==> config.mk <==
export PLATFORM = sky130hd
export DESIGN_NAME = pll_reconfig_ctrl
export DESIGN_NICKNAME = d
export VERILOG_FILES = /design/src/rtl/pll_reconfig_ctrl.sv
export SDC_FILE = /design/constraint.sdc
export NUM_CORES = 1
export LEC_CHECK = 0
export ABC_CLOCK_PERIOD_IN_PS = 5050
export CAP_MARGIN = 20
export CORE_MARGIN = 8
export CORE_UTILIZATION = 52
export DETAILED_ROUTE_END_ITERATION = 7
export HOLD_SLACK_MARGIN = 0.06
export PLACE_DENSITY_LB_ADDON = 0.2
export SLEW_MARGIN = 0
export SYNTH_ARGS = -nofsm -noshare
export SYNTH_HDL_FRONTEND = slang
export SYNTH_SLANG_ARGS = --single-unit
==> constraint.sdc <==
create_clock -name clk -period 5.05 [get_ports clk]
set_clock_uncertainty 0.05 [all_clocks]
set_input_delay 1.01 -clock clk [delete_from_list [all_inputs] [get_ports clk]]
set_output_delay 1.01 -clock clk [all_outputs]
set_load 0.05 [all_outputs]
==> src/rtl/pll_reconfig_ctrl.sv <==
`timescale 1ns/1ps
`default_nettype none
// ============================================================================
// Module      : pll_reconfig_ctrl
// Description : Initiator for PLL dynamic reconfiguration. It applies the
//               divider, duty and phase values, pulses pll_rst, and then waits
//               for a filtered lock, with timeout and retry handling.
// Revision    : 1.0 - initial release
// ============================================================================
module pll_reconfig_ctrl #(
    parameter int DIV_W        = 10,
    parameter int PHASE_W      = 13,
    parameter int DEF_ODIV     = 100,
    parameter int DEF_DUTY     = 100,
    parameter int DEF_PHASE    = 16,
    parameter int RST_CYCLES   = 16,
    parameter int LOCK_FILTER  = 8,
    parameter int LOCK_TIMEOUT = 65535,
    parameter int TO_W         = 16,
    parameter int MAX_RETRY    = 3
) (
    input  logic               clk,
    input  logic               rst,
    input  logic               cfg_valid,
    output logic               cfg_ready,
    input  logic [DIV_W-1:0]   cfg_odiv,
    input  logic [DIV_W-1:0]   cfg_duty,
    input  logic [PHASE_W-1:0] cfg_phase,
    input  logic               pll_lock,
    output logic               pll_rst,
    output logic [DIV_W-1:0]   dyn_odiv,
    output logic [DIV_W-1:0]   dyn_duty,
    output logic [PHASE_W-1:0] dyn_phase,
    output logic               locked,
    output logic               done,
    output logic               err,
    output logic               lock_lost,
    output logic               fail
);

    localparam int c_FC_W = $clog2(LOCK_FILTER + 1);
    localparam int c_RC_W = $clog2(RST_CYCLES);
    localparam int c_RT_W = (MAX_RETRY < 1) ? 1 : $clog2(MAX_RETRY + 1);

    localparam logic [c_FC_W-1:0] c_FILT_MAX  = c_FC_W'(LOCK_FILTER);
    localparam logic [c_RC_W-1:0] c_RST_LAST  = c_RC_W'(RST_CYCLES - 1);
    localparam logic [TO_W-1:0]   c_TO_LAST   = TO_W'(LOCK_TIMEOUT - 1);
    localparam logic [c_RT_W-1:0] c_MAX_RETRY = c_RT_W'(MAX_RETRY);

    localparam logic [1:0] c_S_RESET_PLL = 2'd0;
    localparam logic [1:0] c_S_WAIT_LOCK = 2'd1;
    localparam logic [1:0] c_S_RUN       = 2'd2;
    localparam logic [1:0] c_S_FAIL      = 2'd3;

    logic [1:0]         r_state;
    logic [1:0]         w_next_state;
    logic               r_sync1;
    logic               r_lock_s;
    logic [c_FC_W-1:0]  r_filt_cnt;
    logic [c_RC_W-1:0]  r_rst_cnt;
    logic [TO_W-1:0]    r_to_cnt;
    logic [c_RT_W-1:0]  r_retry;
    logic [c_RT_W-1:0]  w_retry_next;
    logic               r_pll_rst;
    logic               r_cfg_ready;
    logic               r_fail;
    logic               w_fail_next;
    logic [DIV_W-1:0]   r_dyn_odiv;
    logic [DIV_W-1:0]   r_dyn_duty;
    logic [PHASE_W-1:0] r_dyn_phase;
    logic               w_lock_ok;
    logic               w_load;
    logic               w_done;
    logic               w_err;
    logic               w_lock_lost;

    always_ff @(posedge clk or posedge rst) begin
        if (rst) begin
            r_sync1  <= 1'b0;
            r_lock_s <= 1'b0;
        end else begin
            r_sync1  <= pll_lock;
            r_lock_s <= r_sync1;
        end
    end

    always_ff @(posedge clk or posedge rst) begin
        if (rst) begin
            r_filt_cnt <= '0;
        end else if (r_pll_rst || !r_lock_s) begin
            r_filt_cnt <= '0;
        end else if (r_filt_cnt != c_FILT_MAX) begin
            r_filt_cnt <= r_filt_cnt + c_FC_W'(1);
        end
    end

    // A low lock_s counts as an empty filter at once, so a drop is seen
    // without waiting for the counter to clear.
    assign w_lock_ok = r_lock_s && (r_filt_cnt == c_FILT_MAX);

    always_comb begin
        w_next_state = r_state;
        w_retry_next = r_retry;
        w_fail_next  = r_fail;
        w_load       = 1'b0;
        w_done       = 1'b0;
        w_err        = 1'b0;
        w_lock_lost  = 1'b0;
        case (r_state)
            c_S_RESET_PLL: begin
                if (r_rst_cnt == c_RST_LAST) begin
                    w_next_state = c_S_WAIT_LOCK;
                end
            end
            c_S_WAIT_LOCK: begin
                if (w_lock_ok) begin
                    w_done       = 1'b1;
                    w_retry_next = '0;
                    w_fail_next  = 1'b0;
                    w_next_state = c_S_RUN;
                end else if (r_to_cnt == c_TO_LAST) begin
                    w_err = 1'b1;
                    if (r_retry < c_MAX_RETRY) begin
                        w_retry_next = r_retry + c_RT_W'(1);
                        w_next_state = c_S_RESET_PLL;
                    end else begin
                        w_fail_next  = 1'b1;
                        w_next_state = c_S_FAIL;
                    end
                end
            end
            c_S_RUN: begin
                w_lock_lost = !w_lock_ok;
                if (cfg_valid && r_cfg_ready) begin
                    w_load       = 1'b1;
                    w_next_state = c_S_RESET_PLL;
                end else if (!w_lock_ok) begin
                    w_next_state = c_S_RESET_PLL;
                end
            end
            c_S_FAIL: begin
                if (cfg_valid && r_cfg_ready) begin
                    w_load       = 1'b1;
                    w_retry_next = '0;
                    w_next_state = c_S_RESET_PLL;
                end
            end
            default: begin
                w_next_state = c_S_RESET_PLL;
            end
        endcase
    end

    // Both counters restart on every state change so neither can wrap.
    always_ff @(posedge clk or posedge rst) begin
        if (rst) begin
            r_rst_cnt <= '0;
            r_to_cnt  <= '0;
        end else if (w_next_state != r_state) begin
            r_rst_cnt <= '0;
            r_to_cnt  <= '0;
        end else begin
            if (r_state == c_S_RESET_PLL) begin
                r_rst_cnt <= r_rst_cnt + c_RC_W'(1);
            end
            if (r_state == c_S_WAIT_LOCK) begin
                r_to_cnt <= r_to_cnt + TO_W'(1);
            end
        end
    end

    always_ff @(posedge clk or posedge rst) begin
        if (rst) begin
            r_state     <= c_S_RESET_PLL;
            r_retry     <= '0;
            r_pll_rst   <= 1'b1;
            r_cfg_ready <= 1'b0;
            r_fail      <= 1'b0;
            r_dyn_odiv  <= DIV_W'(DEF_ODIV);
            r_dyn_duty  <= DIV_W'(DEF_DUTY);
            r_dyn_phase <= PHASE_W'(DEF_PHASE);
        end else begin
            r_state     <= w_next_state;
            r_retry     <= w_retry_next;
            r_pll_rst   <= (w_next_state == c_S_RESET_PLL);
            r_cfg_ready <= (w_next_state == c_S_RUN) || (w_next_state == c_S_FAIL);
            r_fail      <= w_fail_next;
            if (w_load) begin
                r_dyn_odiv  <= cfg_odiv;
                r_dyn_duty  <= cfg_duty;
                r_dyn_phase <= cfg_phase;
            end
        end
    end

    assign pll_rst   = r_pll_rst;
    assign cfg_ready = r_cfg_ready;
    assign fail      = r_fail;
    assign dyn_odiv  = r_dyn_odiv;
    assign dyn_duty  = r_dyn_duty;
    assign dyn_phase = r_dyn_phase;
    assign locked    = (r_state == c_S_RUN) && w_lock_ok;
    assign done      = w_done;
    assign err       = w_err;
    assign lock_lost = w_lock_lost;

endmodule
`default_nettype wire

After elaboration in Yosys (flattened, before gate mapping)
Index checks and enable logic that the tools add are counted.

Order comparisons: 1. Equality and inequality tests: 14. Multiplexer cells: 30. Add/sub/neg operators: 4. Reduce and logical (&&, ||, !) cells: 17.

Operator list (number): $mux 16 (2); $mux 2 (11); $add 16x1->16 const B (1); $eq 16x16->1 const B (1); $mux 4 (4); $mux 1 (11); $reduce_bool 2->1 (5); $add 4x1->4 const B (2); $eq 2x2->1 const B (4); $eq 4x4->1 const B (2); $pmux 2 s4 (1); $ne 3x3->1 const B (2); $logic_not 2->1 (2); $ne 2x2->1 const B (2); $ne 4x4->1 const B (1); $pmux 2 s2 (1); $reduce_and 4->1 (1); $logic_and 1x1->1 (3); $reduce_and 3->1 (1); $add 2x1->2 const B (1); $eq 2x1->1 const B (1); $logic_not 1->1 (2); $logic_or 1x1->1 (2); $lt 2x2->1 const B (1); 2 further kinds (2).

Bits in registers: 66. Output and inout bits: 40. Bits of input ports: 37.

Depth between registers and ports, before layout
Word-level depth: 7. Depth in mapped cells: 8.

Worst setup path after synthesis
Ideal clock, no wire load.

Path kind: register -> output. Start: register r_filt_cnt[0]. End: output port locked. Data required time: 3990 ps. Arrival: 1713 ps. Stages on the path, launching flop included: 7. Setup slack: 2277 ps. Cells stage by stage: dfrtp_1 -> inv_1 -> ha_1 -> and4b_1 -> clkbuf_1 -> nand2_1 -> nor2_1.

Cells in the longest elaborated chain, start to end: 3.

RTL lines: from (decl) (line 59) `logic [c_FC_W-1:0] r_filt_cnt;`; from (signal assigned) (line 93) `r_filt_cnt <= r_filt_cnt + c_FC_W'(1);`; $eq 4x4->1 (line 99) `assign w_lock_ok = r_lock_s && (r_filt_cnt == c_FILT_MAX);`; $logic_and 1x1->1 (line 99); $logic_and 1x1->1 (line 202) `assign locked = (r_state == c_S_RUN) && w_lock_ok;`; to (decl) (line 34) `output logic locked,`.

No other way between the ends.

Worst setup path in the final report
Start: register r_to_cnt[0]. End: output port err.

Cells in the longest elaborated chain, start to end: 4.

RTL lines: from (decl) (line 61) `logic [TO_W-1:0] r_to_cnt;`; from (signal assigned) (line 167) `r_to_cnt <= r_to_cnt + TO_W'(1);`; $eq 16x16->1 (line 121) `end else if (r_to_cnt == c_TO_LAST) begin`; $mux 1 (line 121); $mux 1 (line 116) `if (w_lock_ok) begin`; $mux 1 (line 109) `case (r_state)`; to (decl) (line 36) `output logic err,`.

No other way between the ends.

==> impl_results.md <==
* Most common cell after layout, fill and taps aside: clkdlybuf4s50_1
* Clock-pin slew on the worst setup and hold paths at 0.07 ns
* Total GRT Usage at 16.5%
* Final non-filler cell total at 395
* Total die area at 8350 µm²
* Iter 0 DRT Violations at 105
* Post-synth EDFFs at 0
* Worst Hold Class: reg2reg
* Syn_area_per_cell at 12.3 µm²
* CP Data Required Time at 3.99 ns
* Cell count after synthesis at 241
* VDD IR max at 0.242 mV
* Max-cap violation count at 0
* Area Overhead vs Synth at 32.7%
* LEAKAGE at 1.72 nW
* Met3 Resource Use GR at 7.41%
* Synth Flop Type: dfrtp_1
* R2R setup slack at 2.53 ns
* Grt met1 use at 18.6%
* Worst hold slack at 0.310 ns
* Initial Utilization at 53.7%
* Place WS at 1.90 ns
* Rel. slew slack at 40.5%
* Worst setup margin at 1.56 ns
* Routed length per instance at 16.1 µm
* Final Hold Fails at 0
* Final TNS setup at 0 ns
* Fin util at 71.2%
* Placed cell count at 379
* Setup bufs post-CTS at 0
* Ant diodes at 0
* Vias in the first global route at 2,298
* Largest net degree at the start of global routing at 44
* Async set or reset register ratio after synthesis at 100%
* Initial antenna violation count at 0
* Grt peak-use layer: met2
* GPL Wtd Cong at 0.772
* Pwr Total at 1.32 mW
* H-tree Lvls at 3
* Synth warn at 0
* Final min period at 3.49 ns
* Power Density at 338 nW/µm²
* Via count at 2,102
* Drt pass-1 iters at 4
* Root buf cell: clkbuf_8
* Core footprint at 5510 µm²
* Setup violators final at 0
* RSZ-0062 raised after global routing: false
* IO Pins at 77
* Placement Rows at 27
* HPWL after detailed placement at 4630 µm
* TritonCTS buffer count at 9
* Clk_lat worst skew at 0.33 ns
* Post-DP Area at 3750 µm²
* Routed WL at 6370 µm
* Post-route ant nets at 0
* Total Nets Final at 361
* Post-synth cell types at 48
* Clk sinks at 65
* Crit Path Category: reg2out
* CP endpoint kind: output port
* CTS hold repair buffers at 0
* First-pass GRT wire length at 11,100 µm
* DR vias/cell at 5.32
* Final instance area at 3920 µm²
* Max Root-Sink Buffers at 2
* Critical path startpoint category: flop
* Share of layout cells above drive strength 1 at 20.7%
* Status: finished clean
* Post-synthesis sequential area ratio at 55.4%
* Crit-path max FO at 4
* Die width at 91.4 µm
* Fin crit share at 69.1%
* Final Max Slew Viols at 0
* Die Ht at 91.4 µm
* WP data arrival at 2.43 ns
* Commonest non-fill, non-tap cells in the layout: clkdlybuf4s50_1 (76), dfrtp_1 (57), mux2_2 (34)
* Residual DRC count at 0
* Overflow after GRT at 0
* Slew @ Worst Pin at 0.891 ns
* CTS tree: done
* Syn_nets at 284
* PostCTS Resize Cnt at 0
* Fmax achieved at 287 MHz
* #FFs+latches synth at 65
* I/O Buffers at 76
* Met2 Use GR at 26.8%
* Mapped cell area at 2960 µm²
-- cell usage after synthesis, drive strengths merged (2+ instances only) --
cell | count | area (µm²)
nand2 | 11 | 43.8
and4 | 2 | 18.8
nor2 | 10 | 37.5
and4b | 2 | 20.0
o21ai | 7 | 35.0
or2 | 2 | 15.0
nand3 | 9 | 45.0
and2 | 2 | 12.5
or4 | 4 | 30.0
nor3 | 15 | 75.1
a211oi | 5 | 52.6
mux2 | 34 | 383
nand2b | 4 | 25.0
mux2i | 2 | 20.0
xnor2 | 4 | 35.0
buf | 6 | 50.0
ha | 6 | 75.1
nand4 | 7 | 50.1
clkbuf | 6 | 23.8
o31ai | 2 | 15.0
inv | 8 | 30.0
nor4 | 2 | 12.5
xor2 | 12 | 105
dfrtp | 57 | 1430
dfstp | 8 | 210
-- cell families (layout without fill, tap and decap cells) --
logic type	Yosys count	in the layout	share of synthesized area [%]
buffers and inverters	20	102	3.51
and+or+nand+nor	77	77	14.9
xor gates and xnor gates	16	16	4.74
DFF	65	65	55.4
muxes	36	36	13.6
adders and majority gates	6	6	2.54
AOI/OAI and AO/OA	21	21	5.25
-- critical path, cell delays in order (launching register included) --
cell and delay [ns]:
dfrtp_1 0.41, inv_1 0.07, ha_1 0.13, nand4_1 0.11, nor4_1 0.34, and3b_1 0.24
clkdlybuf4s50_1 0.80
-- flip-flops by register name, indices dropped and copies added (netlist names) --
name and count:
r_retry 2, dyn_phase 13, r_filt_cnt 4, r_state 1, r_sync1 1, r_rst_cnt 4, r_to_cnt 16, pll_rst 1
r_lock_s 1, cfg_ready 1, fail 1, dyn_odiv 10, dyn_duty 10
-- area by class of cell --
cell class,count,area (µm²)
Tap cell,72,90.1
Clock buffer,13,159
Timing Repair Buffer,78,776
Inverter,8,30.0
Clock inverter,3,15.0
Multi-Input combinational cell,156,1210
Fill cell,383,1590
Sequential cell,65,1640
-- report_power, final --
group          internal [mW]  switching (mW)
clock network          0.203           0.187
logic                  0.130           0.166
registers              0.584          0.0545
total                  0.918           0.407
-- metal layers --
layer | part of all wire, % | vias up | routed length (µm)
li1 | - | 1016 | -
met1 | 41 | 1024 | 2640
met2 | 50 | 58 | 3190
met3 | 7.7 | 4 | 487
met4 | 0.79 | 0 | 50
met5 | 0 | - | 0
-- path summary, 6_finish.rpt --
path | startpoint | endpoint | depth (start not counted)
hold reg to reg | r_sync1 | r_lock_s | 0
setup reg to reg | r_retry[0] | r_to_cnt[3] | 5
hold / removal | r_sync1 | r_lock_s | 0
setup / recovery | r_to_cnt[0] | err | 6
max in group asynchronous | rst | dyn_phase[4] | 3
min in group asynchronous | rst | r_retry[1] | 2
(Power assumes the default switching activity.)
